`src/rtl/mam_wb_pkg.sv`:
```
// Purpose : shared types and constants for the MAM-to-Wishbone bridge.
// Latency : n/a (package only).
// Backpressure: n/a.
// Contents: FSM state enum, Wishbone CTI cycle-type codes, BTE burst-type code.
package mam_wb_pkg;

   typedef enum logic [1:0] {
      ST_IDLE  = 2'd0,
      ST_WRITE = 2'd1,
      ST_READ  = 2'd2
   } state_e;

   localparam logic [2:0] CTI_CLASSIC = 3'b000;
   localparam logic [2:0] CTI_INCR    = 3'b010;
   localparam logic [2:0] CTI_END     = 3'b111;

   localparam logic [1:0] BTE_LINEAR  = 2'b00;

endpackage

```
`src/rtl/mam_wb_if_if.sv`:
```
// Purpose : signal bundle between the MAM request/data side and the Wishbone side.
// Latency : n/a (wires only).
// Backpressure: n/a.
// Modports: master = the bridge (Wishbone master, MAM responder);
//           slave  = the environment (MAM requester plus Wishbone slave).
interface mam_wb_if_if #(
   parameter int DATA_WIDTH = 16,
   parameter int ADDR_WIDTH = 32
);
   // MAM request channel
   logic                    req_valid;
   logic                    req_ready;
   logic                    req_rw;
   logic [ADDR_WIDTH-1:0]   req_addr;
   logic                    req_burst;
   logic [13:0]             req_beats;
   // MAM write data channel
   logic                    write_valid;
   logic                    write_ready;
   logic [DATA_WIDTH-1:0]   write_data;
   logic [DATA_WIDTH/8-1:0] write_strb;
   // MAM read data channel
   logic                    read_valid;
   logic                    read_ready;
   logic [DATA_WIDTH-1:0]   read_data;
   // Wishbone
   logic                    CYC_O;
   logic                    STB_O;
   logic                    WE_O;
   logic                    ACK_I;
   logic [ADDR_WIDTH-1:0]   ADDR_O;
   logic [DATA_WIDTH-1:0]   DAT_O;
   logic [DATA_WIDTH-1:0]   DAT_I;
   logic [2:0]              CTI_O;
   logic [1:0]              BTE_O;

   modport master (
      input  req_valid, req_rw, req_addr, req_burst, req_beats,
      output req_ready,
      input  write_valid, write_data, write_strb,
      output write_ready,
      input  read_ready,
      output read_valid, read_data,
      output CYC_O, STB_O, WE_O, ADDR_O, DAT_O, CTI_O, BTE_O,
      input  ACK_I, DAT_I
   );

   modport slave (
      output req_valid, req_rw, req_addr, req_burst, req_beats,
      input  req_ready,
      output write_valid, write_data, write_strb,
      input  write_ready,
      output read_ready,
      input  read_valid, read_data,
      input  CYC_O, STB_O, WE_O, ADDR_O, DAT_O, CTI_O, BTE_O,
      output ACK_I, DAT_I
   );

endinterface

```
`src/rtl/mam_wb_if.sv`:
```
// Purpose : bridges MAM single/burst requests onto a Wishbone B3 master bus.
// Latency : data path is combinational; one request accepted per transfer, in IDLE only.
// Backpressure: write_valid/read_ready low holds STB_O low with CYC_O kept high.
// Ports   : CLK_I, RST_I (async active-low), bus (mam_wb_if_if.master).
// Option  : define MAM_WB_IF_ASSERT_EN to include simulation assertions.
module mam_wb_if
   import mam_wb_pkg::*;
#(
   parameter int DATA_WIDTH = 16,
   parameter int ADDR_WIDTH = 32
) (
   input  logic         CLK_I,
   input  logic         RST_I,
   mam_wb_if_if.master  bus
);

   localparam logic [ADDR_WIDTH-1:0] BEAT_BYTES = ADDR_WIDTH'(DATA_WIDTH / 8);

   state_e                  state_q, state_d;
   logic [ADDR_WIDTH-1:0]   addr_q, addr_d;
   logic [13:0]             beats_q, beats_d;
   logic                    burst_q, burst_d;
   logic                    beat_done;
   logic                    req_is_burst;
   logic                    strb_unused;

   // Strobes are carried on the MAM side but have no Wishbone counterpart here.
   assign strb_unused = ^bus.write_strb;

   // A burst request with zero beats degrades to a classic single beat.
   assign req_is_burst = bus.req_burst && (bus.req_beats != 14'd0);

   always_ff @(posedge CLK_I or negedge RST_I) begin
      if (!RST_I) begin
         state_q <= ST_IDLE;
         addr_q  <= '0;
         beats_q <= '0;
         burst_q <= 1'b0;
      end else begin
         state_q <= state_d;
         addr_q  <= addr_d;
         beats_q <= beats_d;
         burst_q <= burst_d;
      end
   end

   always_comb begin
      state_d         = state_q;
      addr_d          = addr_q;
      beats_d         = beats_q;
      burst_d         = burst_q;
      beat_done       = 1'b0;
      bus.req_ready   = 1'b0;
      bus.CYC_O       = 1'b0;
      bus.STB_O       = 1'b0;
      bus.WE_O        = 1'b0;
      bus.DAT_O       = '0;
      bus.write_ready = 1'b0;
      bus.read_valid  = 1'b0;
      bus.read_data   = '0;

      case (state_q)
         ST_IDLE: begin
            bus.req_ready = 1'b1;
            if (bus.req_valid) begin
               addr_d  = bus.req_addr;
               burst_d = req_is_burst;
               beats_d = req_is_burst ? bus.req_beats : 14'd1;
               state_d = bus.req_rw ? ST_WRITE : ST_READ;
            end
         end
         ST_WRITE: begin
            bus.CYC_O       = 1'b1;
            bus.WE_O        = 1'b1;
            bus.STB_O       = bus.write_valid;
            bus.DAT_O       = bus.write_data;
            // ACK is only meaningful while STB is up, so gate it here.
            beat_done       = bus.write_valid && bus.ACK_I;
            bus.write_ready = beat_done;
         end
         ST_READ: begin
            bus.CYC_O      = 1'b1;
            bus.STB_O      = bus.read_ready;
            bus.read_data  = bus.DAT_I;
            beat_done      = bus.read_ready && bus.ACK_I;
            bus.read_valid = beat_done;
         end
         default: begin
            state_d = ST_IDLE;
         end
      endcase

      if (beat_done) begin
         addr_d  = addr_q + BEAT_BYTES;
         beats_d = beats_q - 14'd1;
         if (beats_q == 14'd1) begin
            state_d = ST_IDLE;
         end
      end
   end

   assign bus.ADDR_O = addr_q;
   assign bus.BTE_O  = BTE_LINEAR;
   assign bus.CTI_O  = (state_q == ST_IDLE) ? CTI_CLASSIC :
                       !burst_q             ? CTI_CLASSIC :
                       (beats_q == 14'd1)   ? CTI_END     : CTI_INCR;

`ifdef MAM_WB_IF_ASSERT_EN
   a_req_only_idle: assert property (@(posedge CLK_I) disable iff (!RST_I)
      (bus.req_valid && bus.req_ready) |-> (state_q == ST_IDLE));
   a_ack_in_cycle: assert property (@(posedge CLK_I) disable iff (!RST_I)
      bus.ACK_I |-> bus.CYC_O);
   a_no_underflow: assert property (@(posedge CLK_I) disable iff (!RST_I)
      beat_done |-> (beats_q != 14'd0));
`endif

endmodule

```
`src/flat_wrapper.sv`:
```
// flat-port wrapper written by rule: the top's interface ports become plain ports
module mam_wb_if_flat import mam_wb_pkg::*;
#(
   parameter int DATA_WIDTH = 16,
   parameter int ADDR_WIDTH = 32
)
  (CLK_I, RST_I, bus_req_valid, bus_req_rw, bus_req_addr, bus_req_burst, bus_req_beats, bus_req_ready, bus_write_valid, bus_write_data, bus_write_strb, bus_write_ready, bus_read_ready, bus_read_valid, bus_read_data, bus_CYC_O, bus_STB_O, bus_WE_O, bus_ADDR_O, bus_DAT_O, bus_CTI_O, bus_BTE_O, bus_ACK_I, bus_DAT_I);
  mam_wb_if_if #(.DATA_WIDTH(DATA_WIDTH), .ADDR_WIDTH(ADDR_WIDTH)) bus_i ();
  input  logic CLK_I;
  input  logic RST_I;
  input wire logic [$bits(bus_i.req_valid)-1:0] bus_req_valid;
  input wire logic [$bits(bus_i.req_rw)-1:0] bus_req_rw;
  input wire logic [$bits(bus_i.req_addr)-1:0] bus_req_addr;
  input wire logic [$bits(bus_i.req_burst)-1:0] bus_req_burst;
  input wire logic [$bits(bus_i.req_beats)-1:0] bus_req_beats;
  output wire logic [$bits(bus_i.req_ready)-1:0] bus_req_ready;
  input wire logic [$bits(bus_i.write_valid)-1:0] bus_write_valid;
  input wire logic [$bits(bus_i.write_data)-1:0] bus_write_data;
  input wire logic [$bits(bus_i.write_strb)-1:0] bus_write_strb;
  output wire logic [$bits(bus_i.write_ready)-1:0] bus_write_ready;
  input wire logic [$bits(bus_i.read_ready)-1:0] bus_read_ready;
  output wire logic [$bits(bus_i.read_valid)-1:0] bus_read_valid;
  output wire logic [$bits(bus_i.read_data)-1:0] bus_read_data;
  output wire logic [$bits(bus_i.CYC_O)-1:0] bus_CYC_O;
  output wire logic [$bits(bus_i.STB_O)-1:0] bus_STB_O;
  output wire logic [$bits(bus_i.WE_O)-1:0] bus_WE_O;
  output wire logic [$bits(bus_i.ADDR_O)-1:0] bus_ADDR_O;
  output wire logic [$bits(bus_i.DAT_O)-1:0] bus_DAT_O;
  output wire logic [$bits(bus_i.CTI_O)-1:0] bus_CTI_O;
  output wire logic [$bits(bus_i.BTE_O)-1:0] bus_BTE_O;
  input wire logic [$bits(bus_i.ACK_I)-1:0] bus_ACK_I;
  input wire logic [$bits(bus_i.DAT_I)-1:0] bus_DAT_I;
  assign bus_i.req_valid = bus_req_valid;
  assign bus_i.req_rw = bus_req_rw;
  assign bus_i.req_addr = bus_req_addr;
  assign bus_i.req_burst = bus_req_burst;
  assign bus_i.req_beats = bus_req_beats;
  assign bus_req_ready = bus_i.req_ready;
  assign bus_i.write_valid = bus_write_valid;
  assign bus_i.write_data = bus_write_data;
  assign bus_i.write_strb = bus_write_strb;
  assign bus_write_ready = bus_i.write_ready;
  assign bus_i.read_ready = bus_read_ready;
  assign bus_read_valid = bus_i.read_valid;
  assign bus_read_data = bus_i.read_data;
  assign bus_CYC_O = bus_i.CYC_O;
  assign bus_STB_O = bus_i.STB_O;
  assign bus_WE_O = bus_i.WE_O;
  assign bus_ADDR_O = bus_i.ADDR_O;
  assign bus_DAT_O = bus_i.DAT_O;
  assign bus_CTI_O = bus_i.CTI_O;
  assign bus_BTE_O = bus_i.BTE_O;
  assign bus_i.ACK_I = bus_ACK_I;
  assign bus_i.DAT_I = bus_DAT_I;
  mam_wb_if #(.DATA_WIDTH(DATA_WIDTH), .ADDR_WIDTH(ADDR_WIDTH)) u_core (.CLK_I(CLK_I), .RST_I(RST_I), .bus(bus_i));
endmodule
```
`config.mk`:
```
export PLATFORM = sky130hd
export DESIGN_NAME = mam_wb_if_flat
export DESIGN_NICKNAME = d
export VERILOG_FILES = /design/src/rtl/mam_wb_pkg.sv /design/src/rtl/mam_wb_if_if.sv /design/src/rtl/mam_wb_if.sv /design/src/flat_wrapper.sv
export SDC_FILE = /design/constraint.sdc
export NUM_CORES = 1
export LEC_CHECK = 0
export CAP_MARGIN = 20
export CORE_MARGIN = 10
export CORE_UTILIZATION = 40
export CTS_CLUSTER_DIAMETER = 100
export DETAILED_ROUTE_END_ITERATION = 7
export GPL_TIMING_DRIVEN = 0
export HOLD_SLACK_MARGIN = 0.02
export PLACE_DENSITY = 0.84
export SYNTH_ARGS = -nofsm -noshare
export SYNTH_HDL_FRONTEND = slang
export SYNTH_SLANG_ARGS = --single-unit
```
`constraint.sdc`:
```
create_clock -name CLK_I -period 3.14 [get_ports CLK_I]
set_clock_uncertainty 0.05 [all_clocks]
set_input_delay 0.785 -clock CLK_I [delete_from_list [all_inputs] [get_ports CLK_I]]
set_output_delay 0.785 -clock CLK_I [all_outputs]
set_load 0.01 [all_outputs]
```
Yosys cells after proc, flatten, opt, wreduce, memory -nomap -nowiden
Index checks and enable logic that the tools add are counted.
{"block": "word_totals", "ff_bits": 49, "latch_bits": 0, "mem_bits_rw": 0, "rom_bits": 0, "in_bits": 88, "out_inout_bits": 75, "wordCells": 43, "mem_count": 0}
{"block": "op_classes", "n_addsub": 2, "multipliers": 0, "div": 0, "magnitude_cmp": 0, "n_eq_ne": 3, "shifts": 0, "mux": 24, "bitwise_logic": 0, "n_reduce_logical": 10}
{"operator": "2-to-1 mux 32 bit", "count": 3}
{"operator": "2-to-1 mux 14 bit", "count": 4}
{"operator": "adder 32 x 2 -> 32 bit, second input constant", "count": 1}
{"operator": "2-to-1 mux 16 bit", "count": 2}
{"operator": "equality test 14 x 1 -> 1 bit, second input constant", "count": 1}
{"operator": "nonzero test 14 bit", "count": 1}
{"operator": "subtractor 14 x 1 -> 14 bit, second input constant", "count": 1}
{"operator": "2-to-1 mux 3 bit", "count": 3}
{"operator": "2-to-1 mux 2 bit", "count": 4}
{"operator": "2-to-1 mux 1 bit", "count": 5}
{"operator": "case mux 1 bit (2 select lines)", "count": 2}
{"operator": "case mux 2 bit (2 select lines)", "count": 1}
{"operator": "AND reduction 2 bit", "count": 2}
{"operator": "nonzero test 2 bit", "count": 2}
{"operator": "logical AND 1 bit", "count": 3}
{"operator": "equality test 2 x 1 -> 1 bit, second input constant", "count": 1}
{"operator": "equality test 2 bit, second input constant", "count": 1}
{"operator": "logical NOT 2 bit", "count": 1}
{"operator": "OR reduction 2 bit", "count": 1}

Longest topological paths before layout
Gate-level depths: netlist of run 1.
{"block": "logic_depth", "depth_word": 6, "mapped_depth": 9, "mapped_depth_nobuf": 7}

Worst setup path before layout of run 1
OpenSTA, ideal clock, no wires.
{"block": "synth_timing", "path_kind": "register -> output", "startpoint": "register u_core.beats_q[6]", "endpoint": "output port bus_CTI_O[2]", "t_arrival_ns": 1.695, "t_required_ns": 2.305, "slack_ns": 0.610, "path_stages_with_launch": 5, "path_buffers": 1, "cell_sequence": "dfrtp_1 > nor4_1 > nand2_1 > nor4b_1 > buf_4"}
{"block": "synth_between", "elab_chain_cells": 4}
{"element": "start: declaration", "line": "mam_wb_if.sv:21", "rtl": "logic [13:0] beats_q, beats_d;"}
{"element": "start signal: assignment", "line": "mam_wb_if.sv:42", "rtl": "beats_q <= beats_d;"}
{"element": "equality test 14 x 1 -> 1 bit", "line": "mam_wb_if.sv:106", "rtl": "(beats_q == 14'd1) ? CTI_END : CTI_INCR;"}
{"element": "2-to-1 mux 3 bit", "line": "mam_wb_if.sv:106"}
{"element": "2-to-1 mux 3 bit", "line": "mam_wb_if.sv:105", "rtl": "!burst_q ? CTI_CLASSIC :"}
{"element": "2-to-1 mux 3 bit", "line": "mam_wb_if.sv:104", "rtl": "assign bus.CTI_O = (state_q == ST_IDLE) ? CTI_CLASSIC :"}
{"element": "end: declaration", "line": "flat_wrapper.sv:29", "rtl": "output wire logic [$bits(bus_i.CTI_O)-1:0] bus_CTI_O;"}
Every way passes these cells.

Worst setup path in the final report of run 1
{"block": "layout_timing", "startpoint": "input port bus_write_valid", "endpoint": "output port bus_STB_O"}
{"block": "layout_between", "elab_chain_cells": 1}
{"element": "start: declaration", "line": "flat_wrapper.sv:17", "rtl": "input wire logic [$bits(bus_i.write_valid)-1:0] bus_write_valid;"}
{"element": "case mux 1 bit (2 select lines)", "line": "mam_wb_if.sv:62", "rtl": "case (state_q)"}
{"element": "end: declaration", "line": "flat_wrapper.sv:25", "rtl": "output wire logic [$bits(bus_i.STB_O)-1:0] bus_STB_O;"}
Every way passes these cells.

==> results of run 1 <==
[cell type report]
| type | count | area [µm²] |
|---|---|---|
| fill | 664 | 2640 |
| inverter | 12 | 45.0 |
| buffer | 15 | 81.3 |
| sequential | 49 | 1230 |
| tap | 102 | 128 |
| clock buffer | 5 | 68.8 |
| timing repair buffer | 162 | 1620 |
| multi-input combinational | 298 | 1850 |
| clock inverter | 2 | 35.0 |
[state kept, by name, indices dropped and copies added (netlist names)]
| signal | flops |
|---|---|
| u_core.burst_q | 1 |
| u_core.state_q | 2 |
| u_core.beats_q | 14 |
| u_core.bus.ADDR_O | 32 |
[through the flow]
step | power (mW) | instances | TNS (ns) | worst slack, ns | hold WS, ns
CTS | 4.05 | 642 | 0 | 0.00510 | 0.315
detailed placement | 3.53 | 635 | -0.00560 | -0.00560 | 0.422
finish | 4.10 | 645 | 0 | 0.0739 | 0.306
floorplan | 2.37 | 374 | 0 | 0.610 | 0.392
global route | 4.37 | 645 | 0 | 0.00719 | 0.318
global placement | 3.44 | 634 | -9.40 | -0.195 | 0.408
[kinds of logic after synthesis]
family / count (synthesis) / share of synthesized area, %
AND/OR/NAND/NOR: 188 / 32.0
AO/OA/AOI/OAI: 102 / 22.4
flip-flops: 49 / 39.1
buffers and inverters: 27 / 3.95
adder cells (fa/ha/maj): 6 / 2.39
other: 1 / 0.120
[metal layers]
layer | vias to the layer above | GRT usage, %
met1 | 1735 | 26.4
li1 | 1729 | -
met5 | - | 0
met4 | 0 | 4.90
met3 | 22 | 5.59
met2 | 211 | 35.9
[worst max-delay path, cell delays in order]
cell	delay (ns)
clkdlybuf4s50_1	0.49
a22o_4	0.31
and2_1	0.15
clkdlybuf4s50_1	0.49
[final timing paths]
kind | slack, ns | endpoint
setup / recovery | 0.07 | bus_STB_O
hold / removal | 0.31 | u_core.bus.ADDR_O[14]$_DFFE_PN0P_
setup reg to reg | 0.59 | u_core.beats_q[6]$_DFFE_PN0P_
hold reg to reg | 0.45 | u_core.burst_q$_DFFE_PN0P_
max in group asynchronous | 2.22 | u_core.beats_q[6]$_DFFE_PN0P_
min in group CLK_I | 0.45 | u_core.burst_q$_DFFE_PN0P_
[placed cells by master (no fill, tap or decap), types with 3 or more instances in the layout]
cell               n
nand4_1           10
nand3_1           29
buf_2              4
a21oi_1           21
o221a_2            5
ha_1               3
clkbuf_8           5
clkdlybuf4s50_1  157
nand2_1           42
dfrtp_1           48
o21ai_0           21
a31oi_1            4
a211oi_1           3
or3_1              5
ha_2               3
nor3_1             4
o211ai_1          17
o22ai_1            5
o21a_1             3
clkbuf_1           5
buf_4              8
nor4_1             4
o311ai_0           7
inv_1             12
and3_1             6
and2_1            35
nor2_1            31
[power by group through the flow]
stage               combinational, mW  sequential [mW]  clock [mW]
finish                           2.31             1.32       0.469
global route                     2.50             1.37       0.499
CTS                              2.28             1.31       0.464
detailed placement               2.23             1.30           0
global placement                 2.16             1.27           0
floorplan                        1.05             1.31           0
[what timing repair did]
item / 4_1_cts / 5_1_grt
setup buffers: 0 / 3
pin swaps: 0 / 4
setup endpoints to repair: 3 / 22
resized for setup: 8 / 8
gates cloned: 0 / 0
==> flow_summary.ini, run 1 <==
[run_status]
status = finished clean

[grt]
antenna_found_initial = 0
grt_start_max_net_pins = 37
grt.overflow.total = 0
grt_pass1_wl_um = 20000
gr-usage-all-layers_pct = 21.2
grt_pass1_vias = 3704

[timing]
drv_slew = 0
setup_violations = 0
slew_headroom_pct = 56.1
finalHoldViolCount = 0
fin_crit_sh_pct = 97.6
fin_crit_ns = 3.07
worstMarginPinSlew_ns = 0.658
max_freq_mhz = 326
rsz0062_at_grt = false

[clocking]
clock_path_buffers = 2
cts_hold_buffers = 0
cts.sinks = 49
numCtsBuffers = 5
clk_latency_ns = 0.32
path_clk_slew_ns = 0.10
clock-root-buffer = clkbuf_8
cts_max_level = 2
cts_tree = yes

[yosys]
syn_inst = 373
synthesis.area_um2 = 3140
synthTopCellsByCount = dfrtp_1, nand2_1, and2_1
synth_edf_count = 0
synth-seq-cells = 49
synth_warnings = 0
syn_area_per_cell_um2 = 8.41
yosysTopAreaCellShare_pct = 39.1
yosysTopAreaCell = dfrtp_1
synthTopCellsByArea = dfrtp_1, and2_1, nand2_1
ys.flop_type = dfrtp_1
seq_area_frac_synth_pct = 39.1
yosysMostFrequentCell = dfrtp_1
async_reset_ff_share_pct = 100
synth_cell_types = 51

[power]
p_switching_mw = 1.77
p_seq_share_pct = 32.3
p_comb_share_pct = 56.3
powerDensity_nw_per_um2 = 812
leakagePower_nw = 1.95
p_int_mw = 2.34
p_sw_share_pct = 43.1
ir_worst_vdd_mv = 0.501
pwr-share-clk_pct = 11.4

[routing]
wirelength_um = 12700
drt-initial-drc-count = 304
highest_layer = met4
first_pass_iters = 5
dr_wl_met3_um = 1280
wl_per_cell_um = 19.7
ant_nets = 0
num_vias = 3697
met2_wirelength_um = 6240
via_per_inst = 5.73
drc = 0
met1_length_um = 5050

[critical_path]
ff2ff_path_depth = 8
start_kind = primary input
cp-startpoint = bus_write_valid
crit_arrival_ns = 2.23
reg2reg_from = u_core.state_q[1]$_DFF_PN0_
required_ns = 2.30
worstSetupPathType = in -> out
cp-end-kind = primary output
crit_fanout = 5

[floorplan]
start_util_pct = 40.8
io_pins = 163
die_x_um = 109
die_area_um2 = 11800
row_count = 32
die_h_um = 109
coreArea_um2 = 7690

[min_path]
hold_class = in -> async

[layout]
layout.nets = 637
finalInstanceArea_um2 = 5050
utilization_pct = 65.7
diodes = 0
area_growth_pct = 61.1
drive_above_1_share_pct = 8.66

[placed_design]
post-dp-hpwl_um = 10000
port_buffers = 158
postPlaceCellArea_um2 = 4860
gp_congestion = 0.885

[flow_run]
maxCapViolCount = 0
Note: power is estimated with default switching activity, not from simulation.
==> run 2: changes to the inputs <==
Settings changed: DONT_BUFFER_PORTS set to 1, HOLD_SLACK_MARGIN 0.02 to 0.03, PLACE_DENSITY 0.84 to 0.57.
Clock period 3.14 ns to 3.7 ns, I/O delays scaled along.
==> run 2 against run 1 <==
Against the previous run: clock power is 12% lower; core utilization decreased by 22 points; hold slack worse by 0.066 ns; clock-buffer cell count unchanged; register-to-register slack better by 0.49 ns; wire length fell by 11%; via count shrank 20%; non-clock buffer count decreased by 162.
==> flow_summary.ini, run 2 (synthesized netlist as in run 1, its figures left out) <==
[run_status]
status = finished clean

[floorplan]
io_pins = 163
die_x_um = 109
coreArea_um2 = 7690
row_count = 32
die_h_um = 109
start_util_pct = 40.8
die_area_um2 = 11800

[grt]
antenna_found_initial = 0
grt_pass1_vias = 2924
grt.overflow.total = 0
gr-usage-all-layers_pct = 18.5
grt_pass1_wl_um = 17200
grt_start_max_net_pins = 50

[power]
p_switching_mw = 1.36
p_seq_share_pct = 44.0
leakagePower_nw = 1.31
ir_worst_vdd_mv = 0.322
p_comb_share_pct = 41.2
p_sw_share_pct = 48.9
pwr-share-clk_pct = 14.8
p_int_mw = 1.42
powerDensity_nw_per_um2 = 819

[routing]
num_vias = 2976
first_pass_iters = 4
ant_nets = 0
wl_per_cell_um = 23.4
wirelength_um = 11300
via_per_inst = 6.15
drc = 0
drt-initial-drc-count = 126

[placed_design]
postPlaceCellArea_um2 = 3270
post-dp-hpwl_um = 8750
post-place-ws_ns = 0.755
gp_congestion = 0.819
port_buffers = 0

[timing]
finalHoldViolCount = 0
max_freq_mhz = 308
fin_crit_sh_pct = 87.7
whs_ns = 0.240
fin_crit_ns = 3.25
rsz0062_at_grt = false
tns_ns = 0
slew_headroom_pct = 51.9
worstMarginPinSlew_ns = 0.722
drv_slew = 0
setup_violations = 0
fin_ws_ns = 0.455

[critical_path]
crit_slowest_cell = nor4b_1
crit_arrival_ns = 2.27
worstSetupPathType = reg -> out
required_ns = 2.72
start_kind = flop
crit_family = simple AND/OR/NAND/NOR gates
crit_cells = 4
timing.critical_path.buf_inv = 1
ff2ff_path_depth = 8
cp-end-kind = primary output
crit_fanout = 6
path_cells = nor4_1, nand2_1, nor4b_1, buf_4
critPathMaxStageDelay_ns = 0.67

[clocking]
cts_setup_buffers = 0
clk_latency_ns = 0.31
cts_resized = 0
path_clk_slew_ns = 0.11
clock-root-buffer = clkbuf_8
clock_path_buffers = 2
cts_max_level = 2
cts_hold_buffers = 0
numCtsBuffers = 5
cts_tree = yes
cts.sinks = 49

[layout]
layout.cells.most_common = dfrtp_1
multi_input_area_um2 = 1790
nFillCells = 773
drive_above_1_share_pct = 8.38
final_cell_mix = dfrtp_1, nand2_1, and2_1, nor2_1, nand3_1
area_growth_pct = 7.86
diodes = 0
finalInstanceArea_um2 = 3380
layout.nets = 475
largest_reg_flops = 32
seq_area_um2 = 1230

[flow_run]
maxCapViolCount = 0

[min_path]
hold_class = in -> async
==> run 2: worst paths after layout <==
kind,startpoint,slack (ns),endpoint
hold reg to reg,u_core.burst_q$_DFFE_PN0P_,0.45,u_core.burst_q$_DFFE_PN0P_
min in group CLK_I,u_core.burst_q$_DFFE_PN0P_,0.45,u_core.burst_q$_DFFE_PN0P_
setup reg to reg,u_core.state_q[1]$_DFF_PN0_,1.08,u_core.beats_q[6]$_DFFE_PN0P_
hold / removal,RST_I,0.24,u_core.bus.ADDR_O[19]$_DFFE_PN0P_
max in group asynchronous,RST_I,3.26,u_core.beats_q[7]$_DFFE_PN0P_
setup / recovery,u_core.beats_q[6]$_DFFE_PN0P_,0.45,bus_CTI_O[2]
==> run 2: power groups by stage <==
stage	Combinational, mW	Clock [mW]	Sequential (mW)
finish	1.14	0.411	1.22
global route	1.29	0.438	1.27
CTS	1.15	0.418	1.22
detailed placement	1.14	0	1.23
global placement	1.12	0	1.22
floorplan	0.893	0	1.12
==> run 2: per-layer routing <==
| metal | track usage (%) | vias to the layer above | part of all wire, % |
|---|---|---|---|
| met5 | 0 | - | 0 |
| met4 | 3.11 | 0 | 0.56 |
| met3 | 6.31 | 7 | 9.6 |
| met2 | 30.2 | 109 | 48 |
| met1 | 23.4 | 1457 | 41 |
| li1 | - | 1403 | - |
==> run 2: per-stage QoR <==
stage                     util, %  power, mW  std cells
after floorplan                 -       2.01        374
after global placement       42.5       2.34        476
after detailed placement     42.5       2.37        476
after CTS                    44.0       2.78        484
after global routing         44.0       2.99        484
final                        44.0       2.77        484
==> run 2: cell type report <==
cell class / count / area share [%]
Multi-Input combinational cell: 298 / 52.9
Sequential cell: 49 / 36.3
Tap cell: 102 / 3.77
Buffer: 15 / 2.33
Clock buffer: 5 / 2.03
Clock inverter: 3 / 1.37
Inverter: 12 / 1.33
==> run 3: changes to the inputs <==
Settings changed: CORE_MARGIN 10 to unset, SLEW_MARGIN set to 20.
==> run 3 against run 2 <==
Against the previous run: via count rose by 0.64%; worst setup slack got worse by 0.028 ns; fmax fell by 0.86%; hold slack got worse by 0.0044 ns; total power fell by 0.90%; cell count fell by 0.62%; combinational power barely moved; clock power barely moved; sequential share of layout area barely moved; sequential power barely moved; largest cell class unchanged.
==> flow_summary.ini, run 3 (synthesized netlist as in run 1, its figures left out) <==
[clocking]
cts_max_level = 2
numCtsBuffers = 5
clk_latency_ns = 0.32
cts.sinks = 49
cts_resized = 0
path_clk_slew_ns = 0.10
cts_tree = yes
clock-root-buffer = clkbuf_8
cts_setup_buffers = 0
clock_path_buffers = 2
cts_hold_buffers = 0

[routing]
num_vias = 2995
wirelength_um = 9930
via_per_inst = 6.23
drc = 0
ant_nets = 0
drt-initial-drc-count = 188
first_pass_iters = 4
wl_per_cell_um = 20.7

[timing]
rsz0062_at_grt = false
worstMarginPinSlew_ns = 0.704
finalHoldViolCount = 0
fin_crit_sh_pct = 88.5
max_freq_mhz = 305
whs_ns = 0.236
drv_slew = 0
fin_crit_ns = 3.27
slew_headroom_pct = 52.4
setup_violations = 0
tns_ns = 0

[power]
ir_worst_vdd_mv = 0.282
total_power_mw = 2.75
leakagePower_nw = 1.31
powerDensity_nw_per_um2 = 813

[critical_path]
start_kind = flop
ff2ff_path_depth = 7
rrSetupSlack_ns = 1.01
path_cells = nor4_1, nand2_1, nor4b_1, buf_4
timing.critical_path.buf_inv = 1
r2r_end = u_core.beats_q[2]$_DFFE_PN0P_
crit_family = simple AND/OR/NAND/NOR gates
crit_fanout = 6
crit_slowest_cell = nor4b_1
crit_arrival_ns = 2.30
required_ns = 2.72
cp-end-kind = primary output
critPathMaxStageDelay_ns = 0.68
crit_cells = 4
crit_end = bus_CTI_O[2]
worstSetupPathType = reg -> out
reg2reg_from = u_core.state_q[1]$_DFF_PN0_
cp-startpoint = u_core.beats_q[6]$_DFFE_PN0P_

[grt]
gr-usage-all-layers_pct = 23.9
grt.overflow.total = 0
antenna_found_initial = 0
grt_pass1_wl_um = 15300
grt_start_max_net_pins = 50
grt_pass1_vias = 2835

[placed_design]
post-dp-hpwl_um = 7340
gp_congestion = 0.802
placed_cells = 473
port_buffers = 0

[floorplan]
die_area_um2 = 8200
die_h_um = 90.5
start_util_pct = 42.3
coreArea_um2 = 7410
row_count = 31
die_x_um = 90.5
io_pins = 163

[layout]
nFillCells = 728
diodes = 0
final_cell_mix = dfrtp_1, nand2_1, and2_1, nor2_1, nand3_1
layout.cells.most_common = dfrtp_1
utilization_pct = 45.6
final-instance-count-excl-fill = 481
largest_reg_flops = 32
layout.nets = 475
drive_above_1_share_pct = 8.38
area_growth_pct = 7.74

[flow_run]
maxCapViolCount = 0

[min_path]
hold_class = in -> async

[run_status]
status = finished clean
==> run 3: cell counts in the layout (fill, tap and decap cells not counted) <==
No cell type changed its count.
==> run 3: metal layers <==
layer / track usage (%) / share of wire (%) / vias to the layer above
met5: 0 / 0 / -
met4: 7.39 / 1.7 / 0
met3: 5.56 / 8.5 / 17
met2: 37.4 / 46 / 148
met1: 32.7 / 44 / 1426
li1: - / - / 1404
==> run 3: how the worst min path moves through the flow <==
stage	cells past startpoint	slack, ns	endpoint
after global placement	2	0.41	u_core.burst_q$_DFFE_PN0P_
final	0	0.24	u_core.bus.ADDR_O[26]$_DFFE_PN0P_
after floorplan	2	0.39	u_core.burst_q$_DFFE_PN0P_
after detailed placement	2	0.42	u_core.burst_q$_DFFE_PN0P_
after CTS	0	0.23	u_core.bus.ADDR_O[30]$_DFFE_PN0P_
after global routing	0	0.22	u_core.bus.ADDR_O[31]$_DFFE_PN0P_
==> run 3: power breakdown <==
group	internal, mW	total (mW)	switching [mW]
Combinational	0.425	1.13	0.702
Clock	0.203	0.411	0.208
Sequential	0.787	1.21	0.421
==> run 3: through the flow <==
stage	instance area [µm²]	setup slack, ns
after floorplan	3140	1.03
after global placement	3260	0.750
after detailed placement	3260	0.737
after CTS	3380	0.364
after global routing	3380	0.143
final	3380	0.426
==> run 3: cell type report <==
cell class / count / area [µm²] / area share [%]
plain buffers: 15 / 78.8 / 2.33
clock buffers: 5 / 68.8 / 2.04
clock inverters: 3 / 46.3 / 1.37
inverters: 12 / 45.0 / 1.33
multi-input cells: 298 / 1790 / 53.0
flip-flops and latches: 49 / 1230 / 36.3
well taps: 99 / 124 / 3.67
